--- src/rtl/cnn_pkg.sv ---
// Shared constants, FSM state type and counter sizing helper for the CNN settle detector.
package cnn_pkg;

    localparam int unsigned WIDTH = 9;
    localparam int unsigned YW    = 2 * WIDTH;
    localparam int unsigned NCELL = 16;
    localparam int unsigned YFW   = NCELL * YW;

    typedef enum logic [1:0] {
        IDLE   = 2'd0,
        SETTLE = 2'd1,
        HOLD   = 2'd2
    } settle_state_t;

    // Bits needed to hold values 0..max_val inclusive.
    function automatic int unsigned cnt_width(input int unsigned max_val);
        return (max_val < 1) ? 1 : $clog2(max_val + 1);
    endfunction

endpackage

--- src/rtl/cnn_cell_cmp.sv ---
// Per-cell comparator: change within tolerance against the snapshot, and strict positivity.
module cnn_cell_cmp
    import cnn_pkg::*;
#(
    parameter int unsigned TOL = 0
) (
    input  logic [YW-1:0] y,
    input  logic [YW-1:0] snap,
    output logic          still,
    output logic          pos
);

    localparam int unsigned DW = YW + 1;
    localparam logic signed [DW-1:0] TOL_P = DW'(TOL);
    localparam logic signed [DW-1:0] TOL_N = -TOL_P;

    logic signed [DW-1:0] d;

    // One extra bit keeps the difference of two signed words exact.
    always_comb begin
        d     = $signed({y[YW-1], y}) - $signed({snap[YW-1], snap});
        still = (d <= TOL_P) && (d >= TOL_N);
        pos   = !y[YW-1] && (|y);
    end

endmodule

--- src/rtl/cnn_settle_detect.sv ---
// Settle detector for the 4x4 CNN array: waits for stable Y outputs, thresholds them, hands off via valid/ready.
// Optional budget timeout enabled by defining CNN_SETTLE_TIMEOUT_EN.
module cnn_settle_detect
    import cnn_pkg::*;
#(
    parameter int unsigned STABLE_CYCLES = 8,
    parameter int unsigned TOL           = 0,
    parameter int unsigned MAX_CYCLES    = 1024
) (
    input  logic             clk,
    input  logic             rst,
    input  logic             start,
    input  logic [YFW-1:0]   y_flat,
    output logic             busy,
    output logic             out_valid,
    input  logic             out_ready,
    output logic [NCELL-1:0] out_bits,
    output logic             timeout
);

    localparam int unsigned SW = cnt_width(STABLE_CYCLES);

    if (STABLE_CYCLES < 1 || MAX_CYCLES < 1) begin : g_bad_cfg
        $error("cnn_settle_detect: STABLE_CYCLES and MAX_CYCLES must be >= 1");
    end

    settle_state_t    state_q, state_d;
    logic [YFW-1:0]   snap_q, snap_d;
    logic [SW-1:0]    stable_q, stable_d;
    logic             first_q, first_d;
    logic [NCELL-1:0] bits_q, bits_d;
    logic             to_q, to_d;
    logic             busy_q, busy_d;
    logic             valid_q, valid_d;

    logic [NCELL-1:0] still_v;
    logic [NCELL-1:0] pos_v;
    logic             settle_c;
    logic             expire_c;

`ifdef CNN_SETTLE_TIMEOUT_EN
    localparam int unsigned CW = cnt_width(MAX_CYCLES);
    logic [CW-1:0] cyc_q, cyc_d;
`endif

    for (genvar i = 0; i < NCELL; i++) begin : g_cell
        cnn_cell_cmp #(.TOL(TOL)) u_cmp (
            .y     (y_flat[i*YW +: YW]),
            .snap  (snap_q[i*YW +: YW]),
            .still (still_v[i]),
            .pos   (pos_v[i])
        );
    end

    always_ff @(posedge clk or posedge rst) begin
        if (rst) begin
            state_q  <= IDLE;
            snap_q   <= '0;
            stable_q <= '0;
            first_q  <= 1'b0;
            bits_q   <= '0;
            to_q     <= 1'b0;
            busy_q   <= 1'b0;
            valid_q  <= 1'b0;
`ifdef CNN_SETTLE_TIMEOUT_EN
            cyc_q    <= '0;
`endif
        end else begin
            state_q  <= state_d;
            snap_q   <= snap_d;
            stable_q <= stable_d;
            first_q  <= first_d;
            bits_q   <= bits_d;
            to_q     <= to_d;
            busy_q   <= busy_d;
            valid_q  <= valid_d;
`ifdef CNN_SETTLE_TIMEOUT_EN
            cyc_q    <= cyc_d;
`endif
        end
    end

    // Next state, snapshot and counters; a start in SETTLE restarts the observation window.
    always_comb begin
        state_d  = state_q;
        snap_d   = snap_q;
        stable_d = stable_q;
        first_d  = first_q;
        settle_c = 1'b0;
        expire_c = 1'b0;
`ifdef CNN_SETTLE_TIMEOUT_EN
        cyc_d    = cyc_q;
`endif
        case (state_q)
            IDLE: begin
                if (start) begin
                    state_d  = SETTLE;
                    first_d  = 1'b1;
                    stable_d = '0;
`ifdef CNN_SETTLE_TIMEOUT_EN
                    cyc_d    = '0;
`endif
                end
            end
            SETTLE: begin
                if (start) begin
                    first_d  = 1'b1;
                    stable_d = '0;
`ifdef CNN_SETTLE_TIMEOUT_EN
                    cyc_d    = '0;
`endif
                end else begin
                    snap_d  = y_flat;
                    first_d = 1'b0;
                    if (first_q || !(&still_v)) begin
                        stable_d = '0;
                    end else if (stable_q != SW'(STABLE_CYCLES)) begin
                        stable_d = stable_q + SW'(1);
                    end
                    settle_c = (stable_d == SW'(STABLE_CYCLES));
`ifdef CNN_SETTLE_TIMEOUT_EN
                    cyc_d    = cyc_q + CW'(1);
                    expire_c = !settle_c && (cyc_d == CW'(MAX_CYCLES));
`endif
                    if (settle_c || expire_c) begin
                        state_d = HOLD;
                    end
                end
            end
            HOLD: begin
                if (valid_q && out_ready) begin
                    if (start) begin
                        state_d  = SETTLE;
                        first_d  = 1'b1;
                        stable_d = '0;
`ifdef CNN_SETTLE_TIMEOUT_EN
                        cyc_d    = '0;
`endif
                    end else begin
                        state_d = IDLE;
                    end
                end
            end
            default: state_d = IDLE;
        endcase
    end

    // Output register inputs; the result is only captured on the settle/expiry cycle.
    always_comb begin
        bits_d  = bits_q;
        to_d    = to_q;
        busy_d  = (state_d == SETTLE);
        valid_d = (state_d == HOLD);
        if (settle_c) begin
            bits_d = pos_v;
            to_d   = 1'b0;
        end else if (expire_c) begin
            bits_d = pos_v;
            to_d   = 1'b1;
        end
    end

    assign busy      = busy_q;
    assign out_valid = valid_q;
    assign out_bits  = bits_q;
    assign timeout   = to_q;

endmodule
--- config.mk ---
export PLATFORM = sky130hd
export DESIGN_NAME = cnn_settle_detect
export DESIGN_NICKNAME = d
export VERILOG_FILES = /design/src/rtl/cnn_pkg.sv /design/src/rtl/cnn_cell_cmp.sv /design/src/rtl/cnn_settle_detect.sv
export SDC_FILE = /design/constraint.sdc
export NUM_CORES = 1
export LEC_CHECK = 0
export CAP_MARGIN = 20
export CORE_MARGIN = 1.5
export CORE_UTILIZATION = 55
export CTS_CLUSTER_DIAMETER = 120
export DETAILED_ROUTE_END_ITERATION = 8
export PLACE_DENSITY = 0.78
export SETUP_SLACK_MARGIN = 0.3
export SLEW_MARGIN = 20
export SYNTH_ARGS = -nofsm -noshare
export SYNTH_HDL_FRONTEND = slang
export SYNTH_SLANG_ARGS = --single-unit
--- constraint.sdc ---
create_clock -name clk -period 25.2 [get_ports clk]
set_input_delay 6.3 -clock clk [delete_from_list [all_inputs] [get_ports clk]]
set_output_delay 6.3 -clock clk [all_outputs]
set_load 0.005 [all_outputs]
* Word-level counts from Yosys, hierarchy flattened *
Index checks and enable logic that the tools add are counted.

word-level totals
  word-level logic and storage cells = 156
  memories = 0
  bits in writable memories = 0
  input bits = 292
  output and inout bits = 19
  memory bits (read-only) = 0
  flip-flop bits (word level) = 313
  latch bits = 0

operators by class
  multiply operators = 0
  muxes and demuxes = 20
  add/subtract/negate cells = 17
  shifts and indexed selects = 0
  reduce and logical (&&, ||, !) cells = 72
  $lt $le $gt $ge = 32
  bitwise logic cells = 1
  div/mod/pow operators = 0
  eq/ne operators = 7

operators by type and width
  kind                                                                                  count
  19-bit by 1-bit greater-or-equal comparator with 1-bit output, second input constant  16
  19-bit by 1-bit less-or-equal comparator with 1-bit output, second input constant     16
  18-bit by 18-bit subtractor with 19-bit output                                        16
  18-bit OR reduction                                                                   16
  1-bit logical AND                                                                     33
  4-bit two-way mux                                                                     7
  1-bit zero test                                                                       17
  16-bit AND reduction                                                                  1
  4-bit one-hot mux with 3 select lines                                                 1
  2-bit two-way mux                                                                     4
  1-bit two-way mux                                                                     6
  2-bit one-hot mux with 3 select lines                                                 1
  4-bit by 1-bit adder with 4-bit output, second input constant                         1
  2-bit by 1-bit == test with 1-bit output, second input constant                       2
  2-bit == test, second input constant                                                  2
  4-bit == test, second input constant                                                  1
  4-bit inequality test, second input constant                                          1
  2-bit AND reduction                                                                   2
  1-bit one-hot mux with 3 select lines                                                 1
  3-bit nonzero test                                                                    1
  2-bit zero test                                                                       1
  2-bit inequality test, second input constant                                          1
  1-bit logical OR                                                                      1
  1-bit NOT                                                                             1

* Longest topological paths before layout *
Gate-level depths: netlist of run 1.

  word-level depth = 14
  depth in mapped cells = 15

* By module *
From an unflattened synthesis of run 1, not the netlist that was laid out.

second synthesis, totals
  cells, all modules = 3251
  area total of the unflattened synthesis = 25670.9 um^2

modules (own cells, without submodules)
  module                               area each (um^2)  instances  cells an instance
  cnn_settle_detect                    11887.7           1          1307
  cnn_cell_cmp at g_cell[0].u_cmp ...  870.8             8          124
  cnn_cell_cmp at g_cell[2].u_cmp ...  852.1             8          119

* Worst setup path after synthesis of run 1 *
OpenSTA, ideal clock, no wires.

  path type = input port to flip-flop
  start point = input y_flat[168]
  end point = register bits_q[0], in the netlist out_bits[0]
  setup slack = 15.232 ns
  stages = 14
  path buffers = 2
  arrival = 9.843 ns
  setup time = 0.125 ns
  cell sequence = ha_1 buf_2 a21oi_2 and2_1 a2111oi_2 nor3_2 a21o_1 mux2i_1 or4b_1 or4_1 nor4_4 nand3_4 buf_6 mux2_4

on the way
  longest elaborated chain between the ends = 12
  elaborated cells between the ends (all ways) = 13
  those cells by class = add/sub: 1; order compare: 2; eq/ne: 1; mux: 5; reduce/logical: 4

RTL lines
  what                                                                                                                                                line                      text
  start: declaration                                                                                                                                  cnn_settle_detect.sv:13   input logic [YFW-1:0] y_flat,
  18-bit by 18-bit subtractor with 19-bit output (*)                                                                                                  cnn_cell_cmp.sv:21        d = $signed({y[YW-1], y}) - $signed({snap[YW-1], snap});
  19-bit by 1-bit less-or-equal comparator with 1-bit output / 19-bit by 1-bit greater-or-equal comparator with 1-bit output (equally long branches)  cnn_cell_cmp.sv:22        still = (d <= TOL_P) && (d >= TOL_N);
  1-bit logical AND (*)                                                                                                                               cnn_cell_cmp.sv:22
  16-bit AND reduction (*)                                                                                                                            cnn_settle_detect.sv:115  if (first_q || !(&still_v)) begin
  1-bit zero test (*)                                                                                                                                 cnn_settle_detect.sv:115
  1-bit logical OR (*)                                                                                                                                cnn_settle_detect.sv:115
  4-bit two-way mux (*)                                                                                                                               cnn_settle_detect.sv:115
  4-bit two-way mux (*)                                                                                                                               cnn_settle_detect.sv:106  if (start) begin
  4-bit two-way mux (*)                                                                                                                               cnn_settle_detect.sv:94   case (state_q)
  4-bit == test (*)                                                                                                                                   cnn_settle_detect.sv:120  settle_c = (stable_d == SW'(STABLE_CYCLES));
  1-bit two-way mux (*)                                                                                                                               cnn_settle_detect.sv:106
  1-bit two-way mux (*)                                                                                                                               cnn_settle_detect.sv:94
  end signal: assignment                                                                                                                              cnn_settle_detect.sv:73   bits_q <= bits_d;
  end: declaration                                                                                                                                    cnn_settle_detect.sv:31   logic [NCELL-1:0] bits_q, bits_d;

Mark *: on every way between the ends. The rest lies on a longest branch, timed or not. The select of a mux whose other input is x is not followed.
A chain may end at the register's enable or synchronous reset.

* Worst setup path after layout of run 1 *
  start point = input y_flat[144]
  end point = register bits_q[9], in the netlist out_bits[9]

The elaborated chain is that of the path after synthesis.

==> results.py, run 1 <==
metrics = {
    "status": {
        "status": "finished, final reports clean",
    },
    "setup_path": {
        "worstReg2RegEnd": "out_bits[9]",
        "critical-path-top-delay-family": "compound AO/OA/AOI/OAI gates",
        "worst_setup_path_start_kind": "input port",
        "rrSetupSlack_ps": 19380,
        "path_depth": 14,
        "path_class": "input port to flop",
        "crit_buf_inv": 2,
        "timing.rr.start": "snap_q[144]",
        "crit_path_cell_trace": "clkdlybuf4s50_1 -> inv_1 -> ha_1 -> and4_1 -> o2111ai_1 -> a211o_1 -> a2111oi_0 -> nand4_1 -> a2111oi_0 -> and4_1 -> nand4_1 -> nor4_4 -> nand3_4 -> mux2_4",
        "crit_end": "out_bits[9]",
        "critPathMaxStageDelay_ps": 780,
        "crit_fanout": 16,
        "rr_worst_depth": 12,
        "endpoint_kind": "flop",
        "arrival_ps": 12160,
        "required_ps": 25650,
        "startpoint": "y_flat[144]",
        "cp_slowest_cell": "a2111oi_0",
    },
    "timing": {
        "hold_violations": 0,
        "final.min_clock_period_ps": 11710,
        "max_freq_ghz": 0.0854,
        "fin_crit_sh": 0.465,
        "tightest_slew_ps": 1220,
        "maxSlewHeadroom": 0.167,
        "final_max_slew_viol_count": 0,
        "setup_violations": 0,
        "setup_slack_ps": 13490,
        "setup_tns_ps": 0,
        "hold_slack_ps": 489,
        "rsz0062_at_grt": "false",
        "finClkSkew_ps": 19.1,
    },
    "synth": {
        "ys_warn_count": 0,
        "ys_ff_latch": 313,
        "synth_flop_cell": "dfrtp_1",
        "netlist_area_um2": 27800,
        "synth_fp_nets": 4181,
        "synthDistinctLibCells": 101,
        "yosysTopAreaCell": "dfrtp_1",
        "yosysSeqAreaShare": 0.281,
        "synth_area_leaders": "dfrtp_1 (28%), ha_1 (13%), o21ai_0 (7.5%)",
        "synth_edf_count": 0,
        "synth.avg_cell_area_um2": 7.74,
        "synth_async_sr_flop_share": 1.00,
        "synth_top_cell_area_share": 0.281,
        "syn_inst": 3599,
    },
    "placed_design": {
        "post-place-ws_ps": 13200,
        "gp_congestion": 1.12,
        "place_area_um2": 31400,
        "port-buffer-count": 309,
        "dp.final_hpwl_um": 103000,
    },
    "clock_tree": {
        "cts_tree": "yes",
        "root_buffer": "clkbuf_16",
        "cts-hold-fix-buffers": 0,
        "clock_sinks": 313,
        "clock_path_buffers": 3,
        "htree_levels": 2,
        "clk_latency_ps": 580,
        "path_clk_slew_ps": 60,
        "post_cts_buffers": 0,
        "cts_buffers": 38,
        "post_cts_resized": 0,
    },
    "job": {
        "drv_cap": 0,
    },
    "drt": {
        "vias": 30293,
        "drt_first_pass_iters": 6,
        "vias_per_cell": 6.67,
        "drc": 0,
        "totalWireLength_um": 125000,
        "final_antenna_net_count": 0,
        "drt_iter0_drc": 3737,
        "wl_per_cell_um": 27.6,
    },
    "global_routing": {
        "overflow": 0,
        "grt_pass1_vias": 28080,
        "antenna_found_initial": 12,
        "grt_pass1_wl_um": 182000,
        "grt_max_degree": 127,
        "grt_use_total": 0.469,
    },
    "floorplanning": {
        "fp-row-count": 82,
        "dieHeight_um": 228,
        "start_util": 0.556,
        "core_um2": 50100,
        "dieArea_um2": 52000,
        "die_w_um": 228,
        "pin_count": 311,
    },
    "cells_and_area": {
        "final_common_cell": "nand2_1",
        "num-nets-final": 4414,
        "final_cell_mix": "nand2_1 (478), o21ai_0 (416), inv_1 (384)",
        "syn2layout_area_growth_pct": 17.5,
        "fin_area_um2": 32700,
        "drive_gt1_frac": 0.0384,
        "fin_util": 0.653,
    },
    "pwr": {
        "powerDensity_nw_per_um2": 62.2,
        "ir_drop_mv": 0.0605,
        "p_leak_nw": 14.5,
    },
    "min_path": {
        "hold_path.startpoint": "snap_q[270]",
        "hp-class": "flop to flop",
    },
}
## sequential cells by signal, indices dropped and copies added, names as in the netlist
name / flops
snap_q: 288
state_q: 2
stable_q: 4
busy: 1
first_q: 1
out_bits: 16
out_valid: 1
## logic make-up after synthesis
logic type	after synthesis	synth area share
simple gates	1215	0.214
flops	313	0.281
fa+ha+maj	290	0.130
compound gates	1117	0.253
mux	45	0.0185
xor+xnor	99	0.0311
buf+inv	519	0.0708
other cells	1	0.000135
## tightest hold or removal path, stage by stage (launching register included)
cell and delay, ps:
dfrtp_1 340, nand2_1 50, o21ai_0 60
## layer usage
metal	up-vias	GRT usage	share of wire
met5	-	0	0.00035
met4	6	0.293	0.075
met3	428	0.116	0.11
met2	1890	0.704	0.42
met1	14446	0.607	0.39
li1	13523	-	-
## synth_stat cells (all sizes together), types with 58 or more instances
cell type	number
xnor2	58
nand4	91
clkbuf	113
ha	290
inv	387
nor4	99
o21ai	428
nor3	61
nand3	72
a21oi	242
dfrtp	313
nand2	478
nor2	193
## where the power goes
| group | internal [mW] | switching [mW] | leakage (nW) |
|---|---|---|---|
| sequential | 0.544 | 0.0122 | 3.83 |
| clock | 0.331 | 0.240 | 0.613 |
| combinational | 0.294 | 0.615 | 10.1 |
| total | 1.17 | 0.868 | 14.5 |
## cell type report
class	instances	area (um2)
antenna	8	20.0
clock buffer	53	1120
clock inverter	14	128
fill	4233	17400
inverter	387	1460
multi-input combinational	2767	18100
sequential	313	7830
tap	672	841
timing repair buffer	325	3250
## worst min-delay path by stage
stage	end	slack (ps)	cells after the start
after floorplan	snap_q[0]	450	2
after global placement	snap_q[234]	470	2
after detailed placement	snap_q[270]	480	2
after CTS	snap_q[270]	490	2
after global routing	snap_q[144]	520	2
final	snap_q[270]	490	2
## metrics by stage
step           std cells  power (mW)
3_3_place_gp        4462        1.41
2_1_floorplan       3599        1.06
3_5_place_dp        4462        1.42
5_1_grt             4531        2.09
6_report            4539        2.04
4_1_cts             4529        1.99
(Power assumes the default switching activity.)
==> inputs of run 2 (changes only) <==
--- a/config.mk
+++ b/config.mk
@@ -7,10 +7,10 @@
 export LEC_CHECK = 0
 export CAP_MARGIN = 20
 export CORE_MARGIN = 1.5
-export CORE_UTILIZATION = 55
+export CORE_UTILIZATION = 53
 export CTS_CLUSTER_DIAMETER = 120
 export DETAILED_ROUTE_END_ITERATION = 8
-export PLACE_DENSITY = 0.78
+export PLACE_DENSITY = 0.79
 export SETUP_SLACK_MARGIN = 0.3
 export SLEW_MARGIN = 20
 export SYNTH_ARGS = -nofsm -noshare
==> constraint.sdc (replaced) <==
create_clock -name clk -period 10.7 [get_ports clk]
set_input_delay 2.675 -clock clk [delete_from_list [all_inputs] [get_ports clk]]
set_output_delay 2.675 -clock clk [all_outputs]
set_load 0.005 [all_outputs]
==> results.py, run 2 (synthesized netlist as in run 1, its figures left out) <==
metrics = {
    "drt": {
        "drc": 0,
        "vias_per_cell": 6.64,
        "totalWireLength_um": 126000,
        "drt_first_pass_iters": 8,
        "drt_iter0_drc": 3998,
        "vias": 30111,
        "wl_per_cell_um": 27.8,
        "final_antenna_net_count": 0,
    },
    "status": {
        "status": "finished, final reports clean",
    },
    "global_routing": {
        "grt_max_degree": 247,
        "grt_use_total": 0.459,
        "grt_pass1_wl_um": 182000,
        "grt_pass1_vias": 27854,
        "antenna_found_initial": 11,
        "overflow": 0,
    },
    "timing": {
        "rsz0062_at_grt": "false",
        "fin_crit_sh": 0.816,
        "tightest_slew_ps": 1230,
        "setup_tns_ps": 0,
        "final_max_slew_viol_count": 0,
        "maxSlewHeadroom": 0.170,
        "final.min_clock_period_ps": 8730,
        "hold_violations": 0,
        "max_freq_ghz": 0.115,
        "hold_slack_ps": 487,
        "setup_violations": 0,
        "finClkSkew_ps": 40.1,
    },
    "setup_path": {
        "required_ps": 11140,
        "arrival_ps": 9170,
        "endpoint_kind": "flop",
        "crit_fanout": 16,
        "cp_slowest_cell": "nor4_2",
        "worst_setup_path_start_kind": "input port",
        "path_class": "input port to flop",
        "crit_path_cell_trace": "clkdlybuf4s50_1 -> ha_1 -> a21oi_2 -> a2bb2oi_1 -> nor2_1 -> a2111oi_0 -> nand4b_1 -> a2111oi_1 -> nand4_1 -> or4_1 -> nor4_2 -> nand3_4 -> mux2_4",
        "critPathMaxStageDelay_ps": 940,
    },
    "clock_tree": {
        "clock_sinks": 313,
        "post_cts_resized": 0,
        "cts_buffers": 38,
        "clock_path_buffers": 3,
        "clk_latency_ps": 590,
        "root_buffer": "clkbuf_16",
        "cts-hold-fix-buffers": 0,
        "htree_levels": 2,
        "cts_tree": "yes",
        "path_clk_slew_ps": 60,
        "post_cts_buffers": 0,
    },
    "placed_design": {
        "dp.final_hpwl_um": 104000,
        "place_area_um2": 31400,
        "port-buffer-count": 309,
        "gp_congestion": 1.14,
    },
    "cells_and_area": {
        "fin_util": 0.633,
        "num-nets-final": 4407,
        "fillers": 4319,
        "drive_gt1_frac": 0.0366,
        "syn2layout_area_growth_pct": 17.4,
        "final_common_cell": "nand2_1",
        "top_register": "snap_q",
        "final_cell_mix": "nand2_1 (478), o21ai_0 (416), inv_1 (384)",
        "largest_register_ffs": 288,
        "fin_area_um2": 32700,
    },
    "pwr": {
        "p_leak_nw": 14.5,
        "ir_drop_mv": 0.130,
        "powerDensity_nw_per_um2": 147,
    },
    "floorplanning": {
        "dieHeight_um": 232,
        "fp-row-count": 83,
        "pin_count": 311,
        "start_util": 0.539,
        "dieArea_um2": 53900,
        "die_w_um": 232,
        "core_um2": 51600,
    },
    "job": {
        "drv_cap": 0,
    },
    "min_path": {
        "hp-class": "flop to flop",
    },
}
## run 2: cell types whose count changed in the layout (fill, tap and decap cells not counted), sizes merged
cell           previous run  this run
buf                      16         8
bufinv                    2         3
clkbuf                   53        52
clkdlybuf4s18             0         1
clkinv                    9         8
diode                     8         6
inv                     387       388
## run 2: path summary, 6_finish.rpt
kind | from | endpoint | slack [ps] | depth (start not counted)
min in group asynchronous | rst | snap_q[179] | 2470 | 2
max in group asynchronous | rst | snap_q[160] | 6940 | 3
worst min-delay path | snap_q[270] | snap_q[270] | 490 | 2
worst max-delay path | y_flat[168] | out_bits[2] | 1970 | 13
worst max register to register | snap_q[168] | out_bits[2] | 4230 | 13
worst min register to register | snap_q[270] | snap_q[270] | 490 | 2
## run 2: area by class of cell
class | count | area [um2] | area share
Antenna cell | 6 | 15.0 | 0.000459
Clock buffer | 52 | 1080 | 0.0332
Multi-Input combinational cell | 2767 | 18100 | 0.552
Inverter | 387 | 1460 | 0.0446
Timing Repair Buffer | 318 | 3210 | 0.0983
Sequential cell | 313 | 7830 | 0.240
Clock inverter | 15 | 178 | 0.00544
Tap cell | 680 | 851 | 0.0260
## run 2: through the flow
stage	power (mW)	cells	worst slack [ps]
global placement	3.34	4464	1790
CTS	4.70	4532	2290
global route	4.94	4535	2140
finish	4.80	4538	1970
floorplan	2.49	3599	3860
detailed placement	3.35	4465	1740
## run 2: layer usage
metal	wire, um	vias to the layer above	GRT usage
li1	-	13530	-
met1	49000	14317	0.589
met2	53200	1866	0.681
met3	14700	392	0.124
met4	9130	6	0.288
met5	42	-	0
## run 2: worst max-delay path: cells and delay by family
kind,cells,cell delay (ps)
buffers and inverters,1,480
AOI/OAI and AO/OA,4,2050
and+or+nand+nor,6,2900
muxes,1,530
adders and majority gates,1,480
## run 2: where the power goes
group          total, mW  internal [mW]  switching, mW
clock network       1.36          0.786          0.570
registers           1.31           1.28         0.0298
logic               2.14          0.691           1.45
total               4.80           2.76           2.05
